File: config.mk
export PLATFORM = sky130hd
export DESIGN_NAME = pcm_out_fifo
export DESIGN_NICKNAME = d
export VERILOG_FILES = /design/src/rtl/pcm_pkg.sv /design/src/rtl/pcm_fifo_mem.sv /design/src/rtl/pcm_out_fifo.sv
export SDC_FILE = /design/constraint.sdc
export NUM_CORES = 1
export LEC_CHECK = 0
export ABC_AREA = 1
export CORE_UTILIZATION = 45
export CTS_BUF_LIST = sky130_fd_sc_hd__clkbuf_4 sky130_fd_sc_hd__clkbuf_8
export DETAILED_ROUTE_END_ITERATION = 16
export GPL_TIMING_DRIVEN = 0
export SYNTH_ARGS = -nofsm -noshare
export SYNTH_HDL_FRONTEND = slang
export SYNTH_HIERARCHICAL = 1
export SYNTH_SLANG_ARGS = --single-unit
File: constraint.sdc
create_clock -name Clock -period 3.3 [get_ports Clock]
set_clock_uncertainty 0.15 [all_clocks]
set_input_delay 0.66 -clock Clock [delete_from_list [all_inputs] [get_ports Clock]]
set_output_delay 0.66 -clock Clock [all_outputs]
set_load 0.02 [all_outputs]
File: src/rtl/pcm_pkg.sv
// Shared PCM sample types for the FIR decimator output path.
package pcm_pkg;
  localparam int SAMPLE_W  = 16;
  localparam int DROPCNT_W = 8;

  typedef logic signed [SAMPLE_W-1:0] sample_t;
endpackage

File: src/rtl/pcm_fifo_mem.sv
// Sample storage: sync write, async read register array.
module pcm_fifo_mem
  import pcm_pkg::*;
#(
  parameter int DEPTH = 16,
  parameter int DW    = SAMPLE_W,
  localparam int AW   = $clog2(DEPTH)
) (
  input  logic          Clock,
  input  logic          we_i,
  input  logic [AW-1:0] waddr_i,
  input  logic [DW-1:0] wdata_i,
  input  logic [AW-1:0] raddr_i,
  output logic [DW-1:0] rdata_o
);

  logic [DW-1:0] mem_q [DEPTH];

  always_ff @(posedge Clock) begin
    if (we_i) mem_q[waddr_i] <= wdata_i;
  end

  assign rdata_o = mem_q[raddr_i];

endmodule

File: src/rtl/pcm_out_fifo.sv
// FWFT output FIFO behind the FIR decimator; drops on overflow.
// Define PCM_OUT_FIFO_DROP_OLDEST_EN to overwrite the oldest entry instead.
module pcm_out_fifo
  import pcm_pkg::*;
#(
  parameter int DEPTH     = 16,
  parameter int DW        = SAMPLE_W,
  parameter int AFULL_LVL = 12,
  localparam int AW       = $clog2(DEPTH),
  localparam int CW       = AW + 1
) (
  input  logic                 Clock,
  input  logic                 Reset,
  input  logic                 Push,
  input  logic [DW-1:0]        Din,
  output logic                 Dout_valid,
  input  logic                 Dout_ready,
  output logic [DW-1:0]        Dout,
  output logic [CW-1:0]        Count,
  output logic                 Empty,
  output logic                 Full,
  output logic                 AlmostFull,
  output logic                 Overflow,
  input  logic                 ClrOvf,
  output logic [DROPCNT_W-1:0] DropCnt
);

  localparam logic [CW-1:0] FULL_CNT = CW'(DEPTH);
  localparam logic [CW-1:0] AF_CNT   = CW'(AFULL_LVL);
  localparam logic [CW-1:0] CNT_ONE  = CW'(1);
  localparam logic [AW-1:0] PTR_ONE  = AW'(1);
  localparam logic [DROPCNT_W-1:0] DC_MAX = '1;
  localparam logic [DROPCNT_W-1:0] DC_ONE = DROPCNT_W'(1);

  logic [AW-1:0] wr_ptr_q, wr_ptr_d;
  logic [AW-1:0] rd_ptr_q, rd_ptr_d;
  logic [CW-1:0] count_q, count_d;
  logic          ovf_q, ovf_d;
  logic [DROPCNT_W-1:0] drop_q, drop_d;

  logic          pop, accept, drop;
  logic          we, rd_adv;
  logic [DW-1:0] rdata;

  assign Empty      = (count_q == '0);
  assign Full       = (count_q == FULL_CNT);
  assign AlmostFull = (count_q >= AF_CNT);
  assign Count      = count_q;
  assign Overflow   = ovf_q;
  assign DropCnt    = drop_q;
  assign Dout_valid = !Empty;
  assign Dout       = Empty ? '0 : rdata;

  assign pop    = !Empty && Dout_ready;
  assign accept = Push && (!Full || pop);
  assign drop   = Push && Full && !pop;

`ifdef PCM_OUT_FIFO_DROP_OLDEST_EN
  // Overwrite the head slot and slide the window forward.
  assign we     = accept || drop;
  assign rd_adv = pop || drop;
`else
  assign we     = accept;
  assign rd_adv = pop;
`endif

  always_comb begin
    wr_ptr_d = wr_ptr_q;
    rd_ptr_d = rd_ptr_q;
    count_d  = count_q;
    ovf_d    = ovf_q;
    drop_d   = drop_q;

    if (we)     wr_ptr_d = wr_ptr_q + PTR_ONE;
    if (rd_adv) rd_ptr_d = rd_ptr_q + PTR_ONE;

    if (accept && !pop)      count_d = count_q + CNT_ONE;
    else if (pop && !accept) count_d = count_q - CNT_ONE;

    // A drop in the same cycle as a clear restarts the tally at one.
    if (drop) begin
      ovf_d = 1'b1;
      if (ClrOvf)               drop_d = DC_ONE;
      else if (drop_q != DC_MAX) drop_d = drop_q + DC_ONE;
    end else if (ClrOvf) begin
      ovf_d  = 1'b0;
      drop_d = '0;
    end
  end

  always_ff @(posedge Clock or posedge Reset) begin
    if (Reset) begin
      wr_ptr_q <= '0;
      rd_ptr_q <= '0;
      count_q  <= '0;
      ovf_q    <= 1'b0;
      drop_q   <= '0;
    end else begin
      wr_ptr_q <= wr_ptr_d;
      rd_ptr_q <= rd_ptr_d;
      count_q  <= count_d;
      ovf_q    <= ovf_d;
      drop_q   <= drop_d;
    end
  end

  pcm_fifo_mem #(
    .DEPTH (DEPTH),
    .DW    (DW)
  ) u_mem (
    .Clock   (Clock),
    .we_i    (we),
    .waddr_i (wr_ptr_q),
    .wdata_i (Din),
    .raddr_i (rd_ptr_q),
    .rdata_o (rdata)
  );

endmodule

Yosys cells after proc, flatten, opt, wreduce, memory -nomap -nowiden
Memories as Yosys holds them, arrays and structs flattened.
Cells that the tools add are included.
W data, S select, Z words.
- output and inout port bits: 34
- memories: 1
- logic and storage cells: 41
- memory bits (writable): 256
- bits in registers: 22
- input port bits: 21
- mux-type cells: 11
- equal/unequal tests: 2
- $add $sub $neg: 5
- magnitude comparators: 1
- reductions and logical operators: 16
- memories (memory ; words ; width ; read ports ; clocked after Yosys merged registers in ; write ports ; RTL line ; text):
    u_mem.mem_q ; 16 ; 16 ; 1 ; 0 ; 1 ; pcm_fifo_mem.sv:17 ; logic [DW-1:0] mem_q [DEPTH];
- operators with widths (cell ; count):
    $mux W8 ; 4
    $mux W16 ; 1
    $mux W5 ; 2
    $add A4 B1 Y4 const B ; 2
    $add A8 B1 Y8 const B ; 1
    $ne A8 B8 Y1 const B ; 1
    $logic_and A1 B1 Y1 ; 6
    $reduce_bool A2 Y1 ; 3
    $add A5 B1 Y5 const B ; 1
    $eq A5 B5 Y1 const B ; 1
    $ge A5 B4 Y1 const B ; 1
    $logic_not A5 Y1 ; 1
    $sub A5 B1 Y5 const B ; 1
    $logic_not A1 Y1 ; 4
    $mux W1 ; 4
    $reduce_and A2 Y1 ; 1
    $logic_or A1 B1 Y1 ; 1

Depth between registers and ports, before layout
Gate-level depths: netlist of run 1.
- depth in word-level cells: 9
- depth in mapped cells: 12
- depth with buffers taken out: 12

By module
Netlist of run 1, hierarchy kept.
- modules (own cells, without submodules) (module ; times used ; area each (µm²) ; cells each ; seq. area each (µm²)):
    pcm_fifo_mem ; 1 ; 11060.6 ; 1058 ; 7687.4
    pcm_out_fifo ; 1 ; 1480.2 ; 191 ; 550.5

Least setup slack after synthesis of run 1
OpenSTA, ideal clock, no wires.
- kind: register to register
- from: register count_q[1] (netlist: Count[1])
- to: register count_q[4] (netlist: Count[4])
- period minus slack after synthesis: 2.403 ns
- arrival time: 2.136 ns
- path slack: 0.897 ns
- required time: 3.033 ns
- setup time: 0.117 ns
- path buffers: 0
- stages on the path, launching flop included: 13
- cell sequence: dfrtp_1 > nor2_4 > nand3_4 > o21ai_4 > inv_2 > ha_1 > inv_1 > ha_1 > a21oi_1 > nand2_1 > xor2_1 > nand2_1 > nand2_1
- cells in the longest elaborated chain, start to end: 8
- elaborated cells on any way between the ends: 16
- classes of those cells: 2 x add/sub; 1 x eq/ne; 2 x mux; 11 x reduce/logical
- ends and longest elaborated chain (item ; RTL line ; text):
    from (decl) ; pcm_out_fifo.sv:37 ; logic [CW-1:0] count_q, count_d;
    from (signal assigned) ; pcm_out_fifo.sv:101 ; count_q <= count_d;
    $logic_not A5 Y1 ; pcm_out_fifo.sv:45 ; assign Empty = (count_q == '0);
    $logic_not A1 Y1 ; pcm_out_fifo.sv:54 ; assign pop = !Empty && Dout_ready;
    $logic_and A1 B1 Y1 ; pcm_out_fifo.sv:54 ;
    $logic_or A1 B1 Y1 * ; pcm_out_fifo.sv:55 ; assign accept = Push && (!Full || pop);
    $logic_and A1 B1 Y1 * ; pcm_out_fifo.sv:55 ;
    via accept ; pcm_out_fifo.sv:41 ; logic pop, accept, drop;
    $logic_not A1 Y1 ; pcm_out_fifo.sv:78 ; else if (pop && !accept) count_d = count_q - CNT_ONE;
    $logic_and A1 B1 Y1 ; pcm_out_fifo.sv:78 ;
    $reduce_bool A2 Y1 (no line) ; - ;
The timed path passes the listed nets; every way through them passes the cells marked *. The select of a mux whose other input is x is not followed.
A chain may end at the register's enable or synchronous reset.

Final worst setup path of run 1
- from: register rd_ptr_q[0]
- to: output Dout[6]
- cells in the longest elaborated chain, start to end: 2
- ends and longest elaborated chain (item ; RTL line ; text):
    from (decl) ; pcm_out_fifo.sv:36 ; logic [AW-1:0] rd_ptr_q, rd_ptr_d;
    from (signal assigned) ; pcm_out_fifo.sv:100 ; rd_ptr_q <= rd_ptr_d;
    $mem_v2 Z16 W16 ; - ;
    via rdata[6] ; pcm_out_fifo.sv:43 ; logic [DW-1:0] rdata;
    $mux W16 ; pcm_out_fifo.sv:52 ; assign Dout = Empty ? '0 : rdata;
    to (decl) ; pcm_out_fifo.sv:18 ; output logic [DW-1:0] Dout,
The timed path passes the listed nets, and every way through them passes these cells.

==> results of run 1 <==
==> what timing repair did <==
item	CTS	global route
endpoints found under the setup margin	16	13
buffers inserted	0	1
hold buffers	0	0
gates resized for setup	64	26
==> cell type report <==
| class | count | area, µm² | area share, % |
|---|---|---|---|
| inverter | 231 | 873 | 5.93 |
| tap | 372 | 465 | 3.16 |
| buffer | 53 | 412 | 2.80 |
| timing repair buffer | 70 | 709 | 4.82 |
| clock buffer | 63 | 767 | 5.21 |
| sequential | 278 | 8240 | 56.0 |
| multi-input combinational | 687 | 3170 | 21.6 |
| clock inverter | 16 | 76.3 | 0.519 |
==> through the flow <==
stage	power [W]	setup WS [ns]	utilization (%)	std cells	cell area, µm²
after floorplan	0.00759	0.897	-	1249	12500
after global placement	0.00962	-0.306	49.8	1675	13500
after detailed placement	0.00977	-0.252	50.8	1690	13800
after CTS	0.0126	0.00575	54.2	1769	14700
after global routing	0.0132	-0.0741	54.1	1770	14700
final	0.0126	0.0327	54.1	1770	14700
==> power breakdown <==
part           switching, W  internal [W]
logic               0.00360       0.00172
clock network       0.00132       0.00150
registers          0.000200       0.00423
==> cell usage after synthesis, drive strengths merged <==
master	instances
nand2	404
edfxtp	256
inv	231
nand3	211
buf	42
nor2	31
dfrtp	22
clkbuf	11
o21ai	9
ha	7
xnor2	7
a21oi	6
nand3b	5
nand4	3
xor2	2
fa	1
o211ai	1
==> final timing paths <==
check,slack [ns],end,startpoint
worst max-delay path,0.03,Dout[6],rd_ptr_q[0]
worst min-delay path,0.34,Overflow,Overflow
worst max register to register,0.72,u_mem/mem_q[7][5],Count[3]
worst min register to register,0.34,Overflow,Overflow
max in group asynchronous,1.93,rd_ptr_q[0],Reset
min in group asynchronous,0.45,DropCnt[1],Reset
==> sequential cells by signal (all words and copies together), names as in the netlist <==
| name | count |
|---|---|
| Count | 5 |
| DropCnt | 8 |
| Overflow | 1 |
| rd_ptr_q | 4 |
| u_mem/mem_q | 256 |
| wr_ptr_q | 4 |
==> worst min-delay path, delay by kind of cell, from the launching register on <==
| family | cells | cell delay (ns) |
|---|---|---|
| and+or+nand+nor | 1 | 0.05 |
| DFF | 1 | 0.35 |
| AOI/OAI and AO/OA | 1 | 0.06 |
==> cells in the final DEF, fill, tap and decap left out, types with 3 or more instances in the layout <==
master           instances
nand3b_1                 5
nor2_2                  18
clkbuf_4                23
o21ai_1                  4
buf_6                    9
clkinv_1                10
nor2_4                   3
o21ai_0                  4
inv_1                  224
buf_2                    3
nand3_2                  3
clkbuf_8                48
dlygate4sd2_1            3
buf_4                   32
nand3_1                206
nor2_1                   9
buf_8                   13
dfrtp_1                 20
nand2_2                  3
nand4_1                  3
a21oi_1                  6
clkinv_2                 4
nand2_1                399
xnor2_1                  7
ha_1                     7
inv_2                    5
edfxtp_1               256
clkdlybuf4s50_1         38
clkbuf_2                14
==> per-layer routing <==
layer	GRT usage, %	part of all wire, %
met5	0	0
met4	7.67	2.1
met3	5.99	10
met2	38.4	45
met1	33.5	42
==> cells by family after synthesis <==
kind of cell | count (synthesis)
AOI/OAI and AO/OA | 16
xor gates and xnor gates | 9
adders and majority gates | 8
buffers and inverters | 284
DFF | 278
and+or+nand+nor | 654
==> results.toml, run 1 <==
[run_status]
outcome = "completed"

[synthesis]
synth_top_family_by_area = "simple AND/OR/NAND/NOR gates"
synth_compound_area_share_pct = 0.748
syn_inst = 1249
syn-cell-area_um2 = 12500
synth.top_cell.area_share_pct = 61.3
synth_top_cell_by_area = "edfxtp_1"
ys_ff_latch = 278
ys_top_cells_by_area = "edfxtp_1 61%, nand2_1 12%, nand3_1 8.3%, inv_1 6.8%, dfrtp_1 4.4%"
netlist-cell-type-count = 30
synth-adder-area-share_pct = 0.858
synthMuxAreaShare_pct = 0
synth_simple_gate_area_share_pct = 22.6
syn_nets = 1278
synthXorXnorAreaFrac_pct = 0.629
ys_seq_area_share_pct = 65.7
avgSynthCellArea_um2 = 10.0
ys_warn_count = 6

[worst_hold_path]
hold_class = "flip-flop to flip-flop"
hold_path_depth = 2

[power]
vdd_drop_max_v = 0.000438
p_leak_nw = 6.47
p_per_area_nw_per_um2 = 855

[sta]
hold_violations = 0
rsz0062_at_grt = "true"
slew_viol_final = 0
setup_viol = 0
layout_min_cycle_time_ns = 3.27
fin_worst_hold_slack_ns = 0.343
max_freq_mhz = 306
tightest_slew_ns = 1.04
finalSetupTns_ns = 0
maxSlewHeadroom_pct = 30.8
period_share_pct = 99.0

[die]
fp.coreArea_um2 = 27200
die_x_um = 169
io_pins = 55
dieArea_um2 = 28500
dieHeight_um = 169
num_rows = 60
initial_core_util_pct = 46.1

[clock_network]
cts_tree = "yes"
clk_latency_ns = 0.55
cts.sinks = 278
clockBufferDepth = 3
cts_buffers = 46
cts-root-buf = "clkbuf_8"
htree_num_levels = 2
clkSlewWorstSetupHoldPaths_ns = 0.06

[global_routing]
antenna_found_initial = 0
grt_first_pass_wirelength_um = 50700
grt_max_degree = 23
grt_usage_pct = 24.4
grt_pass1_vias = 8371
overflow = 0

[setup_path]
endpoint_kind = "primary output"
worstPathRequired_ns = 2.49
cp_max_fo = 10
path_delay_family = "buffers and inverters"
reg2reg_depth = 6
path_cells = "inv_2, buf_6, buf_4, nand2_1, nand3_1, nand3_1, nand3_1, nand2_1, nand2_1, inv_1, clkdlybuf4s15_2"
cp_slowest_stage_delay_ns = 0.46
startpoint_type = "flip-flop"
crit_cells = 11
critPathBufInv = 5
arrival_ns = 2.46
critPathSlowestCell = "dfrtp_2"
crit_type = "flip-flop to primary output"

[place]
port_buffers = 54
dp_hpwl_um = 22700
place_congestion = 0.882

[run]
cap_violations = 0

[detailed_routing]
via_count = 8857
drtIter0Drc = 743
first_pass_iters = 5
drt-total-wl_um = 34000
vias_per_cell = 5.00
post_drt_wl_per_cell_um = 19.2
drcViolationCount = 0
ant_nets = 0

[layout]
nFillCells = 2455
drive_above_1_share_pct = 13.7
syn2layout_area_growth_pct = 17.3
fin_nets = 1396
num_antenna_cells = 0
No activity file was read; power rests on OpenSTA's default activity.
==> run 2: changes to the inputs <==
--- a/config.mk
+++ b/config.mk
@@ -10,6 +10,8 @@
 export CTS_BUF_LIST = sky130_fd_sc_hd__clkbuf_4 sky130_fd_sc_hd__clkbuf_8
 export DETAILED_ROUTE_END_ITERATION = 16
 export GPL_TIMING_DRIVEN = 0
+export HOLD_SLACK_MARGIN = 0.08
+export PLACE_DENSITY_LB_ADDON = 0.25
 export SYNTH_ARGS = -nofsm -noshare
 export SYNTH_HDL_FRONTEND = slang
 export SYNTH_HIERARCHICAL = 1
==> results.toml, run 2 (synthesis results as in run 1) <==
[setup_path]
critPathSlowestCell = "dfrtp_2"
cp_slowest_stage_delay_ns = 0.48
worstPathRequired_ns = 2.49
rr_startpoint = "Count[0]"
critPathBufInv = 4
reg2reg_slack_ns = 0.79
reg2reg_depth = 12
cp_max_fo = 10
worstReg2RegEnd = "Count[4]"
path_cells = "inv_4, clkbuf_4, nand3_1, nand3_1, nand3_1, nand2_1, nand2_1, inv_1, dlygate4sd2_1"
path_delay_family = "buffers and inverters"
crit_cells = 9
endpoint_kind = "primary output"
arrival_ns = 2.38
path_common_cell = "nand3_1"
crit_type = "flip-flop to primary output"
startpoint_type = "flip-flop"

[layout]
largest_register = "u_mem/mem_q"
num_antenna_cells = 0
final_cell_mix = "397 x nand2_1, 256 x edfxtp_1, 225 x inv_1"
largest_reg_flops = 256
layout.cells.most_common = "nand2_1"
nFillCells = 2432
drive_above_1_share_pct = 13.6
syn2layout_area_growth_pct = 18.0
fin_nets = 1399

[clock_network]
clk_latency_ns = 0.55
cts-root-buf = "clkbuf_8"
cts-hold-fix-buffers = 0
cts_buffers = 48
cts.sinks = 278
clkSlewWorstSetupHoldPaths_ns = 0.06
cts_tree = "yes"
clockBufferDepth = 3
htree_num_levels = 2

[run_status]
outcome = "completed"

[sta]
setup_ws_ns = 0.107
rsz0062_at_grt = "true"
tightest_slew_ns = 0.867
max_freq_mhz = 313
layout_min_cycle_time_ns = 3.19
period_share_pct = 96.8
hold_violations = 0
setup_viol = 0
slew_viol_final = 0
maxSlewHeadroom_pct = 42.2

[global_routing]
antenna_found_initial = 0
grt_usage_pct = 23.9
grt_first_pass_wirelength_um = 49900
grt_max_degree = 23
grt_pass1_vias = 8700
overflow = 0

[power]
p_per_area_nw_per_um2 = 860
vdd_drop_max_v = 0.000523
p_leak_nw = 6.52
finalPower_w = 0.0127

[detailed_routing]
vias_per_cell = 5.00
via_count = 8903
drt-total-wl_um = 33000
first_pass_iters = 5
ant_nets = 0
drcViolationCount = 0
post_drt_wl_per_cell_um = 18.6
drtIter0Drc = 736

[place]
dp_slack_ns = -0.171
place_congestion = 0.841
dp_hpwl_um = 22100
port_buffers = 54

[die]
num_rows = 60
fp.coreArea_um2 = 27200
die_x_um = 169
dieHeight_um = 169
initial_core_util_pct = 46.1
dieArea_um2 = 28500
io_pins = 55

[worst_hold_path]
min_to = "Overflow"
hold_path_depth = 2
hold_class = "flip-flop to flip-flop"
holdCritStartpoint = "Overflow"

[run]
cap_violations = 0
## run 2: tightest hold or removal path: stages (launching register included)
cell and delay [ns]:
dfrtp_1 0.35, nand2_1 0.05, o21ai_0 0.06
## run 2: metal layers
metal / vias to the layer above / part of all wire, % / global-route usage (%)
li1: 4262 / - / -
met1: 4136 / 40 / 31.0
met2: 424 / 46 / 38.2
met3: 81 / 11 / 6.06
met4: 0 / 3.5 / 10.0
met5: - / 0 / 0
## run 2: repair_timing
action,CTS,global route
buffers inserted,0,1
setup endpoints to repair,16,16
resized for setup,55,31
pin swaps,0,0
## run 2: metrics by stage
| step | hold slack [ns] | util [%] | std cells | TNS (ns) | cell area (µm²) |
|---|---|---|---|---|---|
| finish | 0.345 | 54.5 | 1779 | 0 | 14800 |
| global route | 0.376 | 54.5 | 1779 | -0.0278 | 14800 |
| CTS | 0.352 | 54.5 | 1778 | 0 | 14800 |
| detailed placement | 0.336 | 50.9 | 1691 | -0.941 | 13800 |
| global placement | 0.329 | 49.8 | 1675 | -62.20 | 13500 |
| floorplan | 0.308 | - | 1249 | 0 | 12500 |
## run 2: final cells by class
class	count	area, µm²	area share (%)
buffer	53	408	2.76
clock buffer	66	802	5.42
clock inverter	21	111	0.752
inverter	231	870	5.87
multi-input combinational	687	3170	21.4
sequential	278	8240	55.7
tap	372	465	3.14
timing repair buffer	71	734	4.96
## run 2: power by group
group	internal, W	leakage [nW]	switching [W]	total (W)
clock	0.00164	0.488	0.00133	0.00297
sequential	0.00423	2.59	0.000201	0.00443
combinational	0.00173	3.44	0.00359	0.00532
total	0.00761	6.52	0.00512	0.0127
## run 2: worst max path at each step
stage,startpoint,slack (ns),endpoint
finish,rd_ptr_q[1],0.11,Dout[13]
global route,rd_ptr_q[0],-0.03,Dout[13]
CTS,rd_ptr_q[2],0.004,Dout[14]
detailed placement,rd_ptr_q[1],-0.17,Dout[6]
global placement,Dout_ready,-0.35,u_mem/mem_q[11][8]
floorplan,Count[1],0.90,Count[4]
==> run 3: changes to the inputs <==
--- a/config.mk
+++ b/config.mk
@@ -12,6 +12,7 @@
 export GPL_TIMING_DRIVEN = 0
 export HOLD_SLACK_MARGIN = 0.08
 export PLACE_DENSITY_LB_ADDON = 0.25
+export SLEW_MARGIN = 25
 export SYNTH_ARGS = -nofsm -noshare
 export SYNTH_HDL_FRONTEND = slang
 export SYNTH_HIERARCHICAL = 1
==> results.toml, run 3 (synthesis results as in run 1) <==
[setup_path]
crit_start = "rd_ptr_q[3]"
startpoint_type = "flip-flop"
reg2reg_depth = 12
worstPathRequired_ns = 2.49
worstReg2RegEnd = "Count[4]"
cp_max_fo = 10
reg2reg_slack_ns = 0.77
endpoint_kind = "primary output"
arrival_ns = 2.41
cp-endpoint = "Dout[12]"
crit_type = "flip-flop to primary output"
rr_startpoint = "Count[1]"

[detailed_routing]
post_drt_wl_per_cell_um = 18.6
drtIter0Drc = 875
via_count = 8952
drt-total-wl_um = 32900
ant_nets = 0
first_pass_iters = 5
drcViolationCount = 0
vias_per_cell = 5.06

[sta]
hold_violations = 0
setup_viol = 0
layout_min_cycle_time_ns = 3.22
period_share_pct = 97.5
slew_viol_final = 0
maxSlewHeadroom_pct = 42.7
max_freq_mhz = 311
tightest_slew_ns = 0.858

[worst_hold_path]
hold_class = "flip-flop to flip-flop"

[global_routing]
grt_pass1_vias = 8675
overflow = 0
grt_usage_pct = 23.7
antenna_found_initial = 0
grt_max_degree = 23
grt_first_pass_wirelength_um = 49800

[run]
cap_violations = 0

[die]
io_pins = 55
dieArea_um2 = 28500
dieHeight_um = 169
initial_core_util_pct = 46.1
num_rows = 60
die_x_um = 169
fp.coreArea_um2 = 27200

[run_status]
outcome = "completed"

[clock_network]
cts.sinks = 278
clkSlewWorstSetupHoldPaths_ns = 0.06
clockBufferDepth = 3
cts_buffers = 46
cts-root-buf = "clkbuf_8"
cts_tree = "yes"
htree_num_levels = 2
cts-hold-fix-buffers = 0
clk_latency_ns = 0.55

[layout]
num_antenna_cells = 0
postLayoutCoreUtil_pct = 54.3
largest_reg_flops = 256
design_area_um2 = 14700
layout.cells.most_common = "nand2_1"
stdcell_count = 1769
final_cell_mix = "398 x nand2_1, 256 x edfxtp_1, 225 x inv_1"
drive_above_1_share_pct = 13.2
syn2layout_area_growth_pct = 17.6
fin_nets = 1393
largest_register = "u_mem/mem_q"

[power]
vdd_drop_max_v = 0.000534
p_leak_nw = 6.49
p_per_area_nw_per_um2 = 863

[place]
place_congestion = 0.841
dp_hpwl_um = 22100
port_buffers = 54
place_area_um2 = 13800
place_inst = 1687
-- run 3: report_power, final --
group	switching, W	internal, W
Sequential	0.000203	0.00423
Clock	0.00129	0.00167
Combinational	0.00361	0.00173
Total	0.00510	0.00763
-- run 3: layer usage --
metal,share of wire [%],vias up,GRT usage (%)
li1,-,4248,-
met1,41,4203,31.4
met2,45,419,37.6
met3,11,82,5.75
met4,3.5,0,9.53
met5,0,-,0
-- run 3: through the flow --
stage / power [W] / setup WS, ns / setup TNS, ns / hold WS, ns
finish: 0.0127 / 0.0810 / 0 / 0.347
global route: 0.0134 / -0.000554 / -0.000554 / 0.388
CTS: 0.0127 / 0.00118 / 0 / 0.357
detailed placement: 0.00975 / -0.178 / -0.965 / 0.334
global placement: 0.00959 / -0.355 / -62.20 / 0.329
floorplan: 0.00759 / 0.897 / 0 / 0.308
-- run 3: worst min-delay path by stage --
stage,start,to,slack [ns],cells after the start
final,Overflow,Overflow,0.35,2
after global routing,rd_ptr_q[2],rd_ptr_q[2],0.39,1
after floorplan,rd_ptr_q[2],rd_ptr_q[2],0.31,1
after CTS,Overflow,Overflow,0.36,2
after global placement,Overflow,Overflow,0.33,2
after detailed placement,Overflow,Overflow,0.33,2
-- run 3: layout make-up --
cell class	count	area [µm²]
multi-input cells	687	3190
well taps	372	465
plain buffers	53	415
fillers	2415	12400
clock inverters	10	75.1
flip-flops and latches	278	8240
repair buffers	67	662
clock buffers	71	827
inverters	231	870
-- run 3: worst max-delay path, stage by stage (launching register included) --
cell           delay, ns
dfrtp_1             0.40
buf_2               0.24
inv_2               0.19
clkbuf_4            0.27
nand3_1             0.17
nand2_1             0.16
nand2_1             0.07
inv_1               0.05
dlygate4sd2_1       0.32
-- run 3: what timing repair did --
item / CTS / global route
setup buffers: 0 / 1
endpoints found under the setup margin: 16 / 13
gates resized for setup: 55 / 21
